--- src/rtl/sp_ram_obi_arb_pkg.sv ---
// Shared types for the single-port RAM arbiter between the instruction and data OBI ports.
package sp_ram_arb_pkg;

    typedef enum logic {
        PORT_INSTR = 1'b0,
        PORT_DATA  = 1'b1
    } port_e;

    localparam logic ARB_RR    = 1'b0;
    localparam logic ARB_FIXED = 1'b1;

    typedef struct packed {
        logic  valid;
        port_e port;
        logic  we;
        logic  err;
    } rsp_state_t;

endpackage

--- src/rtl/sp_ram_obi_arb_if.sv ---
// Bus bundle: instruction OBI port, data OBI port and the RAM-side signals of the arbiter.
interface sp_ram_obi_arb_if #(
    parameter int ADDR_WIDTH = 12
);
    logic                  instr_req;
    logic                  instr_gnt;
    logic [31:0]           instr_addr;
    logic                  instr_rvalid;
    logic [31:0]           instr_rdata;
    logic                  instr_err;

    logic                  data_req;
    logic                  data_gnt;
    logic [31:0]           data_addr;
    logic                  data_we;
    logic [3:0]            data_be;
    logic [31:0]           data_wdata;
    logic                  data_rvalid;
    logic [31:0]           data_rdata;
    logic                  data_err;

    logic                  ram_en;
    logic [ADDR_WIDTH-1:0] ram_addr;
    logic                  ram_we;
    logic [3:0]            ram_be;
    logic [31:0]           ram_wdata;
    logic [31:0]           ram_rdata;

    modport slave (
        input  instr_req, instr_addr,
        input  data_req, data_addr, data_we, data_be, data_wdata,
        input  ram_rdata,
        output instr_gnt, instr_rvalid, instr_rdata, instr_err,
        output data_gnt, data_rvalid, data_rdata, data_err,
        output ram_en, ram_addr, ram_we, ram_be, ram_wdata
    );

    modport master (
        output instr_req, instr_addr,
        output data_req, data_addr, data_we, data_be, data_wdata,
        output ram_rdata,
        input  instr_gnt, instr_rvalid, instr_rdata, instr_err,
        input  data_gnt, data_rvalid, data_rdata, data_err,
        input  ram_en, ram_addr, ram_we, ram_be, ram_wdata
    );

endinterface

--- src/rtl/sp_ram_rr_arb2.sv ---
// Two-way request picker: round-robin or fixed data priority; remembers the last granted port.
module sp_ram_rr_arb2
    import sp_ram_arb_pkg::*;
(
    input  logic       clk_i,
    input  logic       rst_ni,
    input  logic [1:0] req,
    input  logic       mode,
    output logic [1:0] gnt
);

    port_e last_q;

    // Bit 0 is the instruction port, bit 1 the data port.
    always_comb begin
        gnt = 2'b00;
        unique case (req)
            2'b01:   gnt = 2'b01;
            2'b10:   gnt = 2'b10;
            2'b11:   gnt = (mode == ARB_FIXED || last_q == PORT_INSTR) ? 2'b10 : 2'b01;
            default: gnt = 2'b00;
        endcase
    end

    always_ff @(posedge clk_i or negedge rst_ni) begin
        if (!rst_ni) begin
            last_q <= PORT_INSTR;
        end else if (gnt[1]) begin
            last_q <= PORT_DATA;
        end else if (gnt[0]) begin
            last_q <= PORT_INSTR;
        end
    end

endmodule

--- src/rtl/sp_ram_obi_arb.sv ---
// Shares one 1-cycle-latency single-port RAM between the instruction and data OBI ports.
module sp_ram_obi_arb
    import sp_ram_arb_pkg::*;
#(
    parameter int ADDR_WIDTH = 12,
    parameter int ARB_MODE   = 0
) (
    input  logic              clk_i,
    input  logic              rst_ni,
    sp_ram_obi_arb_if.slave   bus
);

    localparam logic MODE = (ARB_MODE == 1) ? ARB_FIXED : ARB_RR;

    function automatic logic in_range(input logic [31:0] addr);
        return addr[31:ADDR_WIDTH] == '0;
    endfunction

    logic [1:0]  gnt;
    logic        win_data;
    logic        any_gnt;
    logic [31:0] sel_addr;
    logic        sel_ok;
    rsp_state_t  rsp_q;
    logic        rsp_rd_ok;

    sp_ram_rr_arb2 u_arb (
        .clk_i  (clk_i),
        .rst_ni (rst_ni),
        .req    ({bus.data_req, bus.instr_req}),
        .mode   (MODE),
        .gnt    (gnt)
    );

    assign bus.instr_gnt = gnt[0];
    assign bus.data_gnt  = gnt[1];
    assign win_data      = gnt[1];
    assign any_gnt       = |gnt;

    // RAM request mux: out-of-range accesses are granted but never reach the RAM.
    assign sel_addr      = win_data ? bus.data_addr : bus.instr_addr;
    assign sel_ok        = in_range(sel_addr);
    assign bus.ram_en    = any_gnt && sel_ok;
    assign bus.ram_addr  = sel_addr[ADDR_WIDTH-1:0];
    assign bus.ram_we    = bus.ram_en && win_data && bus.data_we;
    assign bus.ram_be    = win_data ? bus.data_be : 4'hF;
    assign bus.ram_wdata = win_data ? bus.data_wdata : 32'h0;

    always_ff @(posedge clk_i or negedge rst_ni) begin
        if (!rst_ni) begin
            rsp_q <= '{valid: 1'b0, port: PORT_INSTR, we: 1'b0, err: 1'b0};
        end else begin
            rsp_q.valid <= any_gnt;
            rsp_q.port  <= win_data ? PORT_DATA : PORT_INSTR;
            rsp_q.we    <= win_data && bus.data_we;
            rsp_q.err   <= any_gnt && !sel_ok;
        end
    end

    // Response demux: read data only for an in-range read, zero otherwise.
    assign rsp_rd_ok        = rsp_q.valid && !rsp_q.we && !rsp_q.err;
    assign bus.instr_rvalid = rsp_q.valid && (rsp_q.port == PORT_INSTR);
    assign bus.data_rvalid  = rsp_q.valid && (rsp_q.port == PORT_DATA);
    assign bus.instr_rdata  = (bus.instr_rvalid && rsp_rd_ok) ? bus.ram_rdata : 32'h0;
    assign bus.data_rdata   = (bus.data_rvalid && rsp_rd_ok) ? bus.ram_rdata : 32'h0;
    assign bus.instr_err    = bus.instr_rvalid && rsp_q.err;
    assign bus.data_err     = bus.data_rvalid && rsp_q.err;

endmodule

--- src/flat_wrapper.sv ---
// flat-port wrapper written by rule: the top's interface ports become plain ports
module sp_ram_obi_arb_flat import sp_ram_arb_pkg::*;
#(
    parameter int ADDR_WIDTH = 12,
    parameter int ARB_MODE   = 0
)
  (clk_i, rst_ni, bus_instr_req, bus_instr_addr, bus_data_req, bus_data_addr, bus_data_we, bus_data_be, bus_data_wdata, bus_ram_rdata, bus_instr_gnt, bus_instr_rvalid, bus_instr_rdata, bus_instr_err, bus_data_gnt, bus_data_rvalid, bus_data_rdata, bus_data_err, bus_ram_en, bus_ram_addr, bus_ram_we, bus_ram_be, bus_ram_wdata);
  sp_ram_obi_arb_if #(.ADDR_WIDTH(ADDR_WIDTH)) bus_i ();
  input  logic clk_i;
  input  logic rst_ni;
  input wire logic [$bits(bus_i.instr_req)-1:0] bus_instr_req;
  input wire logic [$bits(bus_i.instr_addr)-1:0] bus_instr_addr;
  input wire logic [$bits(bus_i.data_req)-1:0] bus_data_req;
  input wire logic [$bits(bus_i.data_addr)-1:0] bus_data_addr;
  input wire logic [$bits(bus_i.data_we)-1:0] bus_data_we;
  input wire logic [$bits(bus_i.data_be)-1:0] bus_data_be;
  input wire logic [$bits(bus_i.data_wdata)-1:0] bus_data_wdata;
  input wire logic [$bits(bus_i.ram_rdata)-1:0] bus_ram_rdata;
  output wire logic [$bits(bus_i.instr_gnt)-1:0] bus_instr_gnt;
  output wire logic [$bits(bus_i.instr_rvalid)-1:0] bus_instr_rvalid;
  output wire logic [$bits(bus_i.instr_rdata)-1:0] bus_instr_rdata;
  output wire logic [$bits(bus_i.instr_err)-1:0] bus_instr_err;
  output wire logic [$bits(bus_i.data_gnt)-1:0] bus_data_gnt;
  output wire logic [$bits(bus_i.data_rvalid)-1:0] bus_data_rvalid;
  output wire logic [$bits(bus_i.data_rdata)-1:0] bus_data_rdata;
  output wire logic [$bits(bus_i.data_err)-1:0] bus_data_err;
  output wire logic [$bits(bus_i.ram_en)-1:0] bus_ram_en;
  output wire logic [$bits(bus_i.ram_addr)-1:0] bus_ram_addr;
  output wire logic [$bits(bus_i.ram_we)-1:0] bus_ram_we;
  output wire logic [$bits(bus_i.ram_be)-1:0] bus_ram_be;
  output wire logic [$bits(bus_i.ram_wdata)-1:0] bus_ram_wdata;
  assign bus_i.instr_req = bus_instr_req;
  assign bus_i.instr_addr = bus_instr_addr;
  assign bus_i.data_req = bus_data_req;
  assign bus_i.data_addr = bus_data_addr;
  assign bus_i.data_we = bus_data_we;
  assign bus_i.data_be = bus_data_be;
  assign bus_i.data_wdata = bus_data_wdata;
  assign bus_i.ram_rdata = bus_ram_rdata;
  assign bus_instr_gnt = bus_i.instr_gnt;
  assign bus_instr_rvalid = bus_i.instr_rvalid;
  assign bus_instr_rdata = bus_i.instr_rdata;
  assign bus_instr_err = bus_i.instr_err;
  assign bus_data_gnt = bus_i.data_gnt;
  assign bus_data_rvalid = bus_i.data_rvalid;
  assign bus_data_rdata = bus_i.data_rdata;
  assign bus_data_err = bus_i.data_err;
  assign bus_ram_en = bus_i.ram_en;
  assign bus_ram_addr = bus_i.ram_addr;
  assign bus_ram_we = bus_i.ram_we;
  assign bus_ram_be = bus_i.ram_be;
  assign bus_ram_wdata = bus_i.ram_wdata;
  sp_ram_obi_arb #(.ADDR_WIDTH(ADDR_WIDTH), .ARB_MODE(ARB_MODE)) u_core (.clk_i(clk_i), .rst_ni(rst_ni), .bus(bus_i));
endmodule
--- config.mk ---
export PLATFORM = sky130hd
export DESIGN_NAME = sp_ram_obi_arb_flat
export DESIGN_NICKNAME = d
export VERILOG_FILES = /design/src/rtl/sp_ram_obi_arb_pkg.sv /design/src/rtl/sp_ram_obi_arb_if.sv /design/src/rtl/sp_ram_rr_arb2.sv /design/src/rtl/sp_ram_obi_arb.sv /design/src/flat_wrapper.sv
export SDC_FILE = /design/constraint.sdc
export NUM_CORES = 1
export LEC_CHECK = 0
export CORE_AREA = 2 2 101 103
export CTS_CLUSTER_DIAMETER = 80
export CTS_CLUSTER_SIZE = 12
export DETAILED_ROUTE_END_ITERATION = 8
export DIE_AREA = 0 0 103 105
export SLEW_MARGIN = 20
export SYNTH_ARGS = -nofsm -noshare
export SYNTH_HDL_FRONTEND = slang
export SYNTH_HIERARCHICAL = 1
export SYNTH_SLANG_ARGS = --single-unit
--- constraint.sdc ---
create_clock -name clk_i -period 2.9 [get_ports clk_i]
set_clock_uncertainty 0.1 [all_clocks]
set_input_delay 0.58 -clock clk_i [delete_from_list [all_inputs] [get_ports clk_i]]
set_output_delay 0.58 -clock clk_i [all_outputs]
set_load 0.02 [all_outputs]
After elaboration in Yosys (flattened, before gate mapping)
Cells that the tools add are included.
{"block": "word_totals", "inputBits": 137, "output_inout_bits": 120, "wordCells": 38, "regBits": 5}
{"block": "classes", "reduce_logical": 19, "eq_ne": 3, "bitwise": 1, "mux": 10}
{"cell": "2-to-1 mux 32 bit", "n": 4}
{"cell": "logical NOT 20 bit", "n": 1}
{"cell": "logical AND 1 bit", "n": 13}
{"cell": "one-hot mux 2 bit (3 select lines)", "n": 1}
{"cell": "== test 2 bit (second input constant)", "n": 2}
{"cell": "2-to-1 mux 4 bit", "n": 1}
{"cell": "logical NOT 1 bit", "n": 3}
{"cell": "2-to-1 mux 1 bit", "n": 3}
{"cell": "== test 2 x 1 -> 1 bit (second input constant)", "n": 1}
{"cell": "2-to-1 mux 2 bit", "n": 1}
{"cell": "nonzero test 2 bit", "n": 1}
{"cell": "OR reduction 2 bit", "n": 1}
{"cell": "inverter 1 bit", "n": 1}

Depth between registers and ports, before layout
{"block": "depth", "depth_word": 7, "mapped_depth": 7, "depth_no_buf": 6}

Hierarchy
Netlist, hierarchy kept.
{"module": "sp_ram_obi_arb", "n_inst": 1, "cells_each": 157, "area_each_um2": 1113.6}
{"module": "sp_ram_rr_arb2", "n_inst": 1, "cells_each": 6, "area_each_um2": 63.8}

Worst setup path after synthesis
Ideal clock, no wire load.
{"block": "synth_timing", "kind": "in2out", "startpoint": "input bus_instr_req", "endpoint": "output bus_ram_we", "t_arrival_ps": 1814, "t_required_ps": 2220, "slack_ps": 406, "stages": 7, "n_path_buf": 1, "path_cell_list": "inv_1 -> o21a_1 -> buf_4 -> nor4b_1 -> nand4_1 -> nor2_1 -> and2_1"}
{"block": "synth_via", "elab_chain_cells": 7}
{"element": "from (decl)", "line_no": "flat_wrapper.sv:11", "text": "input wire logic [$bits(bus_i.instr_req)-1:0] bus_instr_req;"}
{"element": "== test 2 bit / == test 2 x 1 -> 1 bit (equally long branches)", "line_no": "sp_ram_rr_arb2.sv:17", "text": "unique case (req)"}
{"element": "one-hot mux 2 bit (3 select lines) *", "line_no": "sp_ram_rr_arb2.sv:17"}
{"element": "via bus_data_gnt", "line_no": "flat_wrapper.sv:23", "text": "output wire logic [$bits(bus_i.data_gnt)-1:0] bus_data_gnt;"}
{"element": "2-to-1 mux 32 bit", "line_no": "sp_ram_obi_arb.sv:41", "text": "assign sel_addr = win_data ? bus.data_addr : bus.instr_addr;"}
{"element": "logical NOT 20 bit", "line_no": "sp_ram_obi_arb.sv:16", "text": "return addr[31:ADDR_WIDTH] == '0;"}
{"element": "logical AND 1 bit", "line_no": "sp_ram_obi_arb.sv:43", "text": "assign bus.ram_en = any_gnt && sel_ok;"}
{"element": "logical AND 1 bit * (2 in series)", "line_no": "sp_ram_obi_arb.sv:45", "text": "assign bus.ram_we = bus.ram_en && win_data && bus.data_we;"}
{"element": "to (decl)", "line_no": "flat_wrapper.sv:29", "text": "output wire logic [$bits(bus_i.ram_we)-1:0] bus_ram_we;"}
Mark *: on every way through the listed nets, which the timed path passes. The rest lies on a longest branch.

Final worst setup path
{"block": "layout_timing", "startpoint": "input bus_instr_req", "endpoint": "output bus_ram_we"}
{"block": "layout_via", "elab_chain_cells": 7}
{"element": "== test 2 bit / == test 2 x 1 -> 1 bit (equally long branches)", "line_no": "sp_ram_rr_arb2.sv:17"}
{"element": "one-hot mux 2 bit (3 select lines) *", "line_no": "sp_ram_rr_arb2.sv:17"}
{"element": "2-to-1 mux 32 bit", "line_no": "sp_ram_obi_arb.sv:41"}
{"element": "logical NOT 20 bit", "line_no": "sp_ram_obi_arb.sv:16"}
{"element": "logical AND 1 bit", "line_no": "sp_ram_obi_arb.sv:43"}
{"element": "logical AND 1 bit * (2 in series)", "line_no": "sp_ram_obi_arb.sv:45"}
Every way passes the cells marked *; elsewhere a longest branch is shown, timed or not.

==> qor.csv <==
stage,metric,value,unit
setup_path,crit end category,output port,
synthesis,post-synth net total,300,
timing,number of hold violations in the final report,0,
finish,number of nets in the layout,562,
power_and_ir_drop,peak supply drop,0.0843,mV
placement,sum of net half-perimeters after detailed placement,6660,µm
timing,final max-slew violation count,0,
route,mean number of vias per cell,3.75,
power_and_ir_drop,net switching power,256,µW
setup_path,category of the most critical setup path,in2out,
hold_path,Min-Delay Path Class,reg2reg,
synthesis,number of synthesis warnings,6,
hold_path,cell count of the worst hold path,1,
timing,post-route minimum period,2.85,ns
global_route,global-route congestion overflow total,0,
synthesis,synthesized instance count,163,
power_and_ir_drop,relative contribution of sequential cells to total power,11.1,%
synthesis,synthesized cell area,1180,µm²
setup_path,Critical Path RT,2.22,ns
clock_tree,Clock Path Buffers,2,
floorplan,initial cell density of the core,12.2,%
synthesis,post-synth cell types,26,
clock_tree,clock buffers created by TritonCTS,3,
synthesis,adder-cell share of the synthesized area,0,%
synthesis,sequential fraction of the synthesis area,10.6,%
route,DRT Wirelength,7300,µm
power_and_ir_drop,proportion of power drawn by combinational gates,72.0,%
power_and_ir_drop,portion of total power attributed to the clock network,16.9,%
clock_tree,CTS H-Tree Depth,1,
placement,placed standard-cell area,3980,µm²
synthesis,XOR/XNOR Fraction of Synth Area,0,%
route,vias after detailed routing,2088,
synthesis,Avg Synthesized Cell Area,7.22,µm²
timing,PnR worst setup slack,0.0528,ns
setup_path,data arrival at the endpoint of the critical path,2.17,ns
finish,fraction of final layout cells sized beyond drive strength 1,8.73,%
floorplan,chip width,103,µm
finish,register area,125,µm²
clock_tree,quantity of hold-fixing buffers added after cts,0,
synthesis,main combinational cell family by area after synthesis,simple AND/OR/NAND/NOR gates,
power_and_ir_drop,internal power component,495,µW
floorplan,Die Span Y,105,µm
clock_tree,register clock-pin slew on the reported worst setup and hold paths,0.03,ns
finish,multi-input logic area,1020,µm²
finish,total inserted antenna cells,0,
placement,minimum setup slack after placement,-0.428,ns
setup_path,highest net fanout along the worst path,23,
global_route,global router's overall resource usage,12.5,%
power_and_ir_drop,leakage power figure,0.00167,µW
clock_tree,Post-CTS Setup Inserts,0,
floorplan,placement row count,36,
setup_path,r2r worst-path depth,7,
timing,Final Cycle Share,98.2,%
floorplan,Core Box Area,9640,µm²
synthesis,portion of netlist area occupied by mux cells,11.5,%
route,Iteration-0 DRC Markers,58,
floorplan,full die area,10800,µm²
synthesis,flop and latch count out of synthesis,5,
clock_tree,CTS tree,done,
finish,Finished Core Util,41.1,%
placement,RD Place Congestion,0.740,
setup_path,register-to-register path setup slack,1.39,ns
clock_tree,clock tree sinks,5,
placement,number of I/O port buffers,256,
timing,setup repair after global routing missed its margin,yes,
finish,Fillers,1025,
timing,maximum clock frequency,351,MHz
power_and_ir_drop,switching fraction of total power,34.1,%
clock_tree,CTS root buf,clkbuf_8,
power_and_ir_drop,Pwr Density,189,nW/µm²
floorplan,number of ports placed on the die boundary,257,
power_and_ir_drop,overall power of the completed layout,750,µW
finish,area of all placed cells without fillers,3970,µm²
global_route,largest net degree at the start of global routing,33,
finish,area overhead of the layout relative to synthesis,237,%
route,Routed WL per cell,13.1,µm
setup_path,startpoint type of the worst setup path,input pin,
clock_tree,clock latency reported for the late side of the worst-skew pair,0.22,ns
route,Detailed Routing Iterations Pass 1,4,
synthesis,share of the synthesized area in compound gates (AO/OA/AOI/OAI),2.44,%
route,ANT nets after route,0,
timing,Setup Viol. Count Final,0,
synthesis,simple logic cell fraction of the synthesized area,70.1,%
global_route,number of antenna violations at the first check in global routing,0,
flow_run,maxcap violations,0,
status,outcome,finished clean,
global_route,via count of the first global-routing pass,2130,
global_route,first-pass GRT wire length,10600,µm
route,DRC violations left,0,
==> what timing repair did <==
| item | CTS | global route |
|---|---|---|
| gates resized for setup | 69 | 17 |
| pin swaps | 0 | 3 |
| endpoints found under the setup margin | 50 | 15 |
==> layout make-up <==
cell class / instances / share of cell area (%)
Timing Repair Buffer: 269 / 65.6
Multi-Input combinational cell: 144 / 25.7
Tap cell: 133 / 4.20
Sequential cell: 5 / 3.16
Clock buffer: 4 / 1.14
Inverter: 2 / 0.189
==> critical path: stages <==
cell,delay [ns]
clkdlybuf4s50_1,0.45
inv_1,0.04
o21a_2,0.24
buf_4,0.16
buf_12,0.15
and2_1,0.15
and2_1,0.13
clkdlybuf4s15_2,0.26
==> kinds of logic (layout without fill, tap and decap cells) <==
| logic type | count (synthesis) | count (layout) |
|---|---|---|
| buf+inv | 14 | 275 |
| simple gates | 127 | 127 |
| other cells | 1 | 1 |
| mux | 12 | 12 |
| compound gates | 4 | 4 |
| flops | 5 | 5 |
==> stage by stage <==
step	cells	TNS, ns	hold slack [ns]
2_1_floorplan	163	0	0.184
4_1_cts	557	-0.0393	0.470
3_5_place_dp	553	-6.48	0.461
5_1_grt	557	-0.00848	0.492
3_3_place_gp	553	-6.41	0.456
6_report	557	0	0.470
==> path summary, 6_finish.rpt <==
check,from,end
hold / removal,u_core/u_arb/last_q,u_core/u_arb/last_q
setup reg to reg,u_core/u_arb/last_q,u_core/rsp_q[0]
hold reg to reg,u_core/u_arb/last_q,u_core/u_arb/last_q
min in group asynchronous,rst_ni,u_core/u_arb/last_q
setup / recovery,bus_instr_req,bus_ram_we
max in group asynchronous,rst_ni,u_core/rsp_q[1]
==> placed cells by master (no fill, tap or decap), types with 2 or more instances in the layout <==
cell type / count
nor3_1: 3
nand2b_1: 4
dfrtp_1: 5
mux2_1: 12
clkbuf_8: 3
dlymetal6s2s_1: 4
clkdlybuf4s50_1: 208
nor2_1: 2
buf_4: 12
buf_2: 9
and2_1: 100
nand4_1: 2
dlygate4sd2_1: 33
nor4_1: 5
==> power groups by stage <==
stage | Clock (µW) | Combinational, µW | Sequential, µW
CTS | 131 | 556 | 83.8
floorplan | 0 | 202 | 81.2
global route | 139 | 576 | 85.3
detailed placement | 0 | 577 | 84.7
global placement | 0 | 574 | 83.9
finish | 127 | 540 | 83.4
==> per-layer routing <==
layer,vias to the layer above,wire [µm],global-route usage (%)
met2,145,4010,25.9
met4,0,62,2.82
met5,-,0,0
li1,1056,-,-
met1,883,2300,10.9
met3,4,929,4.35
==> registers in the layout (all words and copies together) (netlist names) <==
| name | flops |
|---|---|
| u_core/rsp_q | 4 |
| u_core/u_arb/last_q | 1 |
==> Yosys cell counts, drive strengths merged <==
master	n	area share (%)
mux2	12	11
buf	3	1.5
nor2b	1	0.53
and2	100	53
nand2	1	0.32
nand4	2	1.1
nor4	7	5.0
a22o	1	0.74
o21a	2	1.3
and3	1	0.53
inv	2	0.64
clkbuf	9	2.9
conb	1	0.32
nor3	3	1.3
or4	1	0.96
dfrtp	5	11
a21oi	1	0.42
nand2b	5	3.3
and4bb	1	1.1
nor4b	2	2.0
nor2	3	0.96
Power figures use the tool's default switching activity.
